[src/rtl/conversor_bin_bcd_seq.sv]
// Sequential binary-to-BCD converter (shift-and-add-3), one input bit per clock.
// Optional macro BCD_7SEG_EN adds registered active-low 7-segment outputs HEX_DEZ/HEX_UNI.
module conversor_bin_bcd_seq #(
   parameter int WIDTH = 6
) (
   input  logic             CK,
   input  logic             CLR,
   input  logic             START,
   input  logic [WIDTH-1:0] BIN,
   output logic             BUSY,
   output logic             DONE,
   output logic [3:0]       DEZ,
   output logic [3:0]       UNI
`ifdef BCD_7SEG_EN
   ,
   output logic [6:0]       HEX_DEZ,
   output logic [6:0]       HEX_UNI
`endif
);

   // Two BCD digits can hold at most 99; 6 bits (max 63) is the widest safe input.
   if (WIDTH < 1 || WIDTH > 6) begin : g_width_check
      $error("conversor_bin_bcd_seq: WIDTH must be in 1..6");
   end

   typedef enum logic [1:0] {IDLE, SHIFT, FIM} state_t;

   localparam logic [2:0] CNT_INIT = 3'(WIDTH);

   state_t           state;
   state_t           next_state;
   logic             load;
   logic             shift_en;
   logic             finish;
   logic [WIDTH-1:0] sh;
   logic [3:0]       acc_d;
   logic [3:0]       acc_u;
   logic [3:0]       acc_d_adj;
   logic [3:0]       acc_u_adj;
   logic [2:0]       cnt;

`ifdef BCD_7SEG_EN
   function automatic logic [6:0] seg7(input logic [3:0] digit);
      logic [6:0] code;
      case (digit)
         4'd0:    code = 7'b1000000;
         4'd1:    code = 7'b1111001;
         4'd2:    code = 7'b0100100;
         4'd3:    code = 7'b0110000;
         4'd4:    code = 7'b0011001;
         4'd5:    code = 7'b0010010;
         4'd6:    code = 7'b0000010;
         4'd7:    code = 7'b1111000;
         4'd8:    code = 7'b0000000;
         4'd9:    code = 7'b0010000;
         default: code = 7'b1111111;
      endcase
      return code;
   endfunction
`endif

   always_ff @(posedge CK or posedge CLR) begin
      if (CLR) state <= IDLE;
      else     state <= next_state;
   end

   always_comb begin
      next_state = state;
      load       = 1'b0;
      shift_en   = 1'b0;
      finish     = 1'b0;
      case (state)
         IDLE: begin
            if (START) begin
               load       = 1'b1;
               next_state = SHIFT;
            end
         end
         SHIFT: begin
            shift_en = 1'b1;
            if (cnt == 3'd1) next_state = FIM;
         end
         FIM: begin
            finish     = 1'b1;
            next_state = IDLE;
         end
         default: next_state = IDLE;
      endcase
   end

   // Add-3 correction is applied to the pre-shift digits so the shift doubles them in BCD.
   assign acc_d_adj = (acc_d >= 4'd5) ? acc_d + 4'd3 : acc_d;
   assign acc_u_adj = (acc_u >= 4'd5) ? acc_u + 4'd3 : acc_u;

   always_ff @(posedge CK or posedge CLR) begin
      if (CLR) begin
         sh    <= '0;
         acc_d <= 4'd0;
         acc_u <= 4'd0;
         cnt   <= 3'd0;
         BUSY  <= 1'b0;
         DONE  <= 1'b0;
         DEZ   <= 4'd0;
         UNI   <= 4'd0;
`ifdef BCD_7SEG_EN
         HEX_DEZ <= 7'b1000000;
         HEX_UNI <= 7'b1000000;
`endif
      end else begin
         DONE <= 1'b0;
         if (load) begin
            sh    <= BIN;
            acc_d <= 4'd0;
            acc_u <= 4'd0;
            cnt   <= CNT_INIT;
            BUSY  <= 1'b1;
         end
         if (shift_en) begin
            {acc_d, acc_u, sh} <= {acc_d_adj, acc_u_adj, sh} << 1;
            cnt                <= cnt - 3'd1;
         end
         // Visible digits only change here, so intermediate accumulator values never leak out.
         if (finish) begin
            DEZ  <= acc_d;
            UNI  <= acc_u;
            DONE <= 1'b1;
            BUSY <= 1'b0;
`ifdef BCD_7SEG_EN
            HEX_DEZ <= seg7(acc_d);
            HEX_UNI <= seg7(acc_u);
`endif
         end
      end
   end

endmodule

[config.mk]
export PLATFORM = sky130hd
export DESIGN_NAME = conversor_bin_bcd_seq
export DESIGN_NICKNAME = d
export VERILOG_FILES = /design/src/rtl/conversor_bin_bcd_seq.sv
export SDC_FILE = /design/constraint.sdc
export NUM_CORES = 1
export LEC_CHECK = 0
export ABC_AREA = 1
export CAP_MARGIN = 15
export CORE_UTILIZATION = 40
export DETAILED_ROUTE_END_ITERATION = 10
export SYNTH_ARGS = -nofsm -noshare
export SYNTH_HDL_FRONTEND = slang
export SYNTH_SLANG_ARGS = --single-unit
[constraint.sdc]
create_clock -name CK -period 1.9 [get_ports CK]
set_clock_uncertainty 0.1 [all_clocks]
set_input_delay 0.38 -clock CK [delete_from_list [all_inputs] [get_ports CK]]
set_output_delay 0.38 -clock CK [all_outputs]
set_load 0.01 [all_outputs]
==> Yosys cells after proc, flatten, opt, wreduce, memory -nomap -nowiden <==
Cells that the tools add are included.
{ "op_classes": {"n_mux": 19, "reduce_logical": 4, "addsub": 3, "order_cmp": 2, "n_eq_ne": 5} }
{ "ops": {"columns": ["operator", "n"], "rows": [
  ["$mux W4", 4],
  ["$mux W6", 2],
  ["$mux W3", 3],
  ["$ge A4 B3 Y1 const B", 2],
  ["$mux W1", 7],
  ["$add A4 B2 Y4 const B", 1],
  ["$mux W2", 2],
  ["$ne A2 B2 Y1 const B", 2],
  ["$pmux W2 S2", 1],
  ["$reduce_bool A2 Y1", 2],
  ["$add A3 B2 Y3 const B", 1],
  ["$eq A3 B1 Y1 const B", 1],
  ["$sub A3 B1 Y3 const B", 1],
  ["$eq A2 B1 Y1 const B", 1],
  ["$eq A2 B2 Y1 const B", 1],
  ["$logic_not A2 Y1", 1],
  ["$reduce_and A2 Y1", 1]
]} }
{ "word_totals": {"word_cells": 42, "regBits": 29} }

==> Logic depth before layout (Yosys ltp) <==
{ "depth": {"depth_word": 4, "depth_mapped": 8} }

==> Least setup slack after synthesis <==
No wires, ideal clock.
{ "synth_path": {"path_kind": "reg2reg", "startpoint": "reg acc_u[0]", "endpoint": "reg acc_d[0]", "t_arrival_ns": 1.035, "setup_time_ns": 0.124, "path_stages_with_launch": 8, "n_path_buf": 0, "slack_ns": 0.642, "required_ns": 1.676, "path_cell_list": "dfrtp_1 > inv_1 > ha_1 > inv_1 > nand2_1 > nand3_1 > nand2_1 > o21bai_1"} }
{ "synth_between": {"elab_chain_len": 3, "elab_cells_between_ends": 4, "classes_between": "add/sub (1); order compare (1); mux (2)"} }
{ "synth_lines": {"columns": ["element", "line", "text"], "rows": [
  ["from (decl)", "37", "logic [3:0] acc_u;"],
  ["from (signal assigned)", "119", "{acc_d, acc_u, sh} <= {acc_d_adj, acc_u_adj, sh} << 1;"],
  ["$add A4 B2 Y4 / $ge A4 B3 Y1 (equally long branches)", "93", "assign acc_u_adj = (acc_u >= 4'd5) ? acc_u + 4'd3 : acc_u;"],
  ["$mux W4 (*)", "93", null],
  ["$mux W4 (*)", "118", "if (shift_en) begin"],
  ["to (signal assigned)", "119", null],
  ["to (decl)", "36", "logic [3:0] acc_d;"]
]} }
Every way passes the cells marked *; elsewhere a longest branch is shown, timed or not.
A chain may end at the register's enable or synchronous reset.

==> Final worst setup path <==
{ "layout_path": {"startpoint": "reg UNI[1]", "endpoint": "out UNI[1]"} }
{ "layout_rtl": {"columns": ["element", "line", "text"], "rows": [
  ["from (decl)", "13", "output logic [3:0] UNI"],
  ["from (signal assigned)", "125", "UNI <= acc_u;"]
]} }
No word-level cell between the ends.

==> run summary <==
Slew Viols, Final: 0
gr busiest metal: met2
met3 Resource Use GR: 6.397%
Synth Cell Area: 0.001393 mm²
top post-synthesis cells by area: dfrtp_1 52%, nand2_1 12%, ha_1 5.4%, o21ai_2 5.0%, nand3_1 4.3%
clock buffer count from CTS: 5
initial antenna violation count: 0
EDFF count, synth: 0
Layout Utilization: 50.17%
peak supply drop: 0.0006144 V
hold-fix buffers at CTS: 0
Post-Syn Instances: 155
First DRT Iteration DRCs: 34
cell row count: 21
Post-synth top cells: 43 x nand2_1, 29 x dfrtp_1, 15 x inv_1
worst path required time: 1.42 ns
clk root buf: clkbuf_4
yosys warns: 0
cell family with most CP delay: buffers and inverters
Nets: 193
Vias: 1070
Critical Path Slowest Stage Cell: clkdlybuf4s50_1
Synth-to-Final Area Change: 20.22%
part of the cycle the worst path needs: 89.96%
gr usage total: 17.15%
r2r worst-path depth: 7
Leakage: 0.8264 nW
Tmin final: 1.709 ns
Setup crit start: UNI[1]
leading area contributor after synthesis: dfrtp_1
first-pass GRT wire length: 4.443 mm
wire length per cell: 11.32 µm
CTS tree: built
Die Wd: 61.01 µm
Max-Cap Viols: 0
worst path arrival time: 1.23 ns
Critical Path Start Type: flip-flop
Fin Hold WS: 0.3179 ns
Setup-failing EPs final: 0
Reg-to-Reg End: acc_d[0]
syn nets: 170
number of port buffers: 18
syn avg cell area: 8.984 µm²
core area: 0.003337 mm²
latest clock arrival within the worst-skew pair: 0.34 ns
RR Startpoint: acc_u[0]
worst path bufs/invs: 1
r2r setup slk: 0.44 ns
Worst-path clk slew: 0.10 ns
Starting Density: 41.73%
Yosys cell types: 20
Fin Setup TNS: 0 ns
CP max FO: 2
gr ovfl total: 0
gpl congestion: 0.7895
crit path cell chain: clkdlybuf4s50_1
met1 usage: 22.90%
total chip power: 2.631 mW
dominant synthesized flop cell: dfrtp_1
n_diodes: 0
worst-margin pin slew: 0.3727 ns
met2 Use GR: 25.27%
# DRC: 0
Hold Vio Cnt, Final: 0
CP peak stage delay: 0.53 ns
PD cells: 1572 mW/mm²
ys async rst share: 100.0%
H-tree Lvls: 2
crit path kind: flip-flop to output port
ratio of cells with drive above 1 in the final layout: 13.41%
Die Height: 61.01 µm
Post-DRT Antenna Nets: 0
Yosys top cell area share: 52.11%
clock sink total: 29
worst min path class: primary input to asynchronous set/reset pin
Post-CTS Resized: 0
vias per cell: 4.756
status: finished, final reports clean
post-synthesis sequential area ratio: 52.11%
first drt pass iteration count: 4
RSZ-0062 raised after global routing: false
Fmax: 585.1 MHz
CTS Buffer Depth: 2
Setup Buffers After CTS: 0
routed wire length: 2.547 mm
Synth Register Bits: 29
number of global-route vias before repair: 978
I/O pin total: 19
Crit. End Element: output port
largest net degree at the start of global routing: 30
Max-slew headroom: 75.15%
die area: 0.003722 mm²
most frequent cell after synthesis: nand2_1
DP HPWL: 1.797 mm
==> per-stage QoR <==
step                      cell area [µm²]  setup WS (ns)  cells
after detailed placement             1604         0.2712    217
final                                1674         0.1907    225
after global routing                 1674         0.1127    225
after CTS                            1674         0.1795    225
after floorplan                      1393         0.6417    155
after global placement               1604         0.2914    217
==> final cells by class <==
type	count	area, µm²
Clock buffer	7	65.06
Clock inverter	1	5.005
Fill cell	337	1663
Inverter	18	70.07
Multi-Input combinational cell	105	563.0
Sequential cell	29	725.7
Tap cell	46	57.56
Timing Repair Buffer	19	187.7
==> cell families (layout without fill, tap and decap cells) <==
group           count (synthesis)  after routing  share of synthesized area, %
buf+inv                        21             45                         7.457
simple gates                   71             71                         22.37
flops                          29             29                         52.11
compound gates                 28             28                         12.67
fa+ha+maj                       6              6                         5.391
==> registers in the layout (all words and copies together), names as in the netlist <==
signal / cells
sh: 6
acc_u: 4
cnt: 3
DEZ: 4
acc_d: 4
state: 2
UNI: 4
DONE: 1
BUSY: 1
==> worst max-delay path by stage <==
| stage | end | slack [ns] | depth (start not counted) |
|---|---|---|---|
| 5_1_grt | UNI[2] | 0.11 | 1 |
| 3_5_place_dp | acc_u[2] | 0.27 | 6 |
| 6_report | UNI[1] | 0.19 | 1 |
| 4_1_cts | UNI[1] | 0.18 | 1 |
| 3_3_place_gp | acc_d[1] | 0.29 | 6 |
| 2_1_floorplan | acc_d[0] | 0.64 | 7 |
==> power by group <==
group / internal, mW / switching [mW]
sequential: 0.867 / 0.144
combinational: 0.472 / 0.711
clock: 0.214 / 0.223
==> per-layer routing <==
layer	wire, µm	vias to the layer above
li1	-	548
met1	1255	491
met2	1143	24
met3	99	7
met4	49	0
met5	0	-
==> cell usage in the layout (no fill, tap or decap), types with 2 or more instances in the layout <==
master / n
a21oi_1: 5
clkbuf_4: 5
clkbuf_8: 2
clkdlybuf4s50_1: 18
dfrtp_1: 29
ha_1: 6
inv_1: 15
inv_2: 2
nand2_1: 43
nand2_4: 2
nand3_1: 12
nand4_1: 4
nor2_1: 8
o21ai_0: 11
o21ai_2: 8
Note: power is estimated with default switching activity, not from simulation.
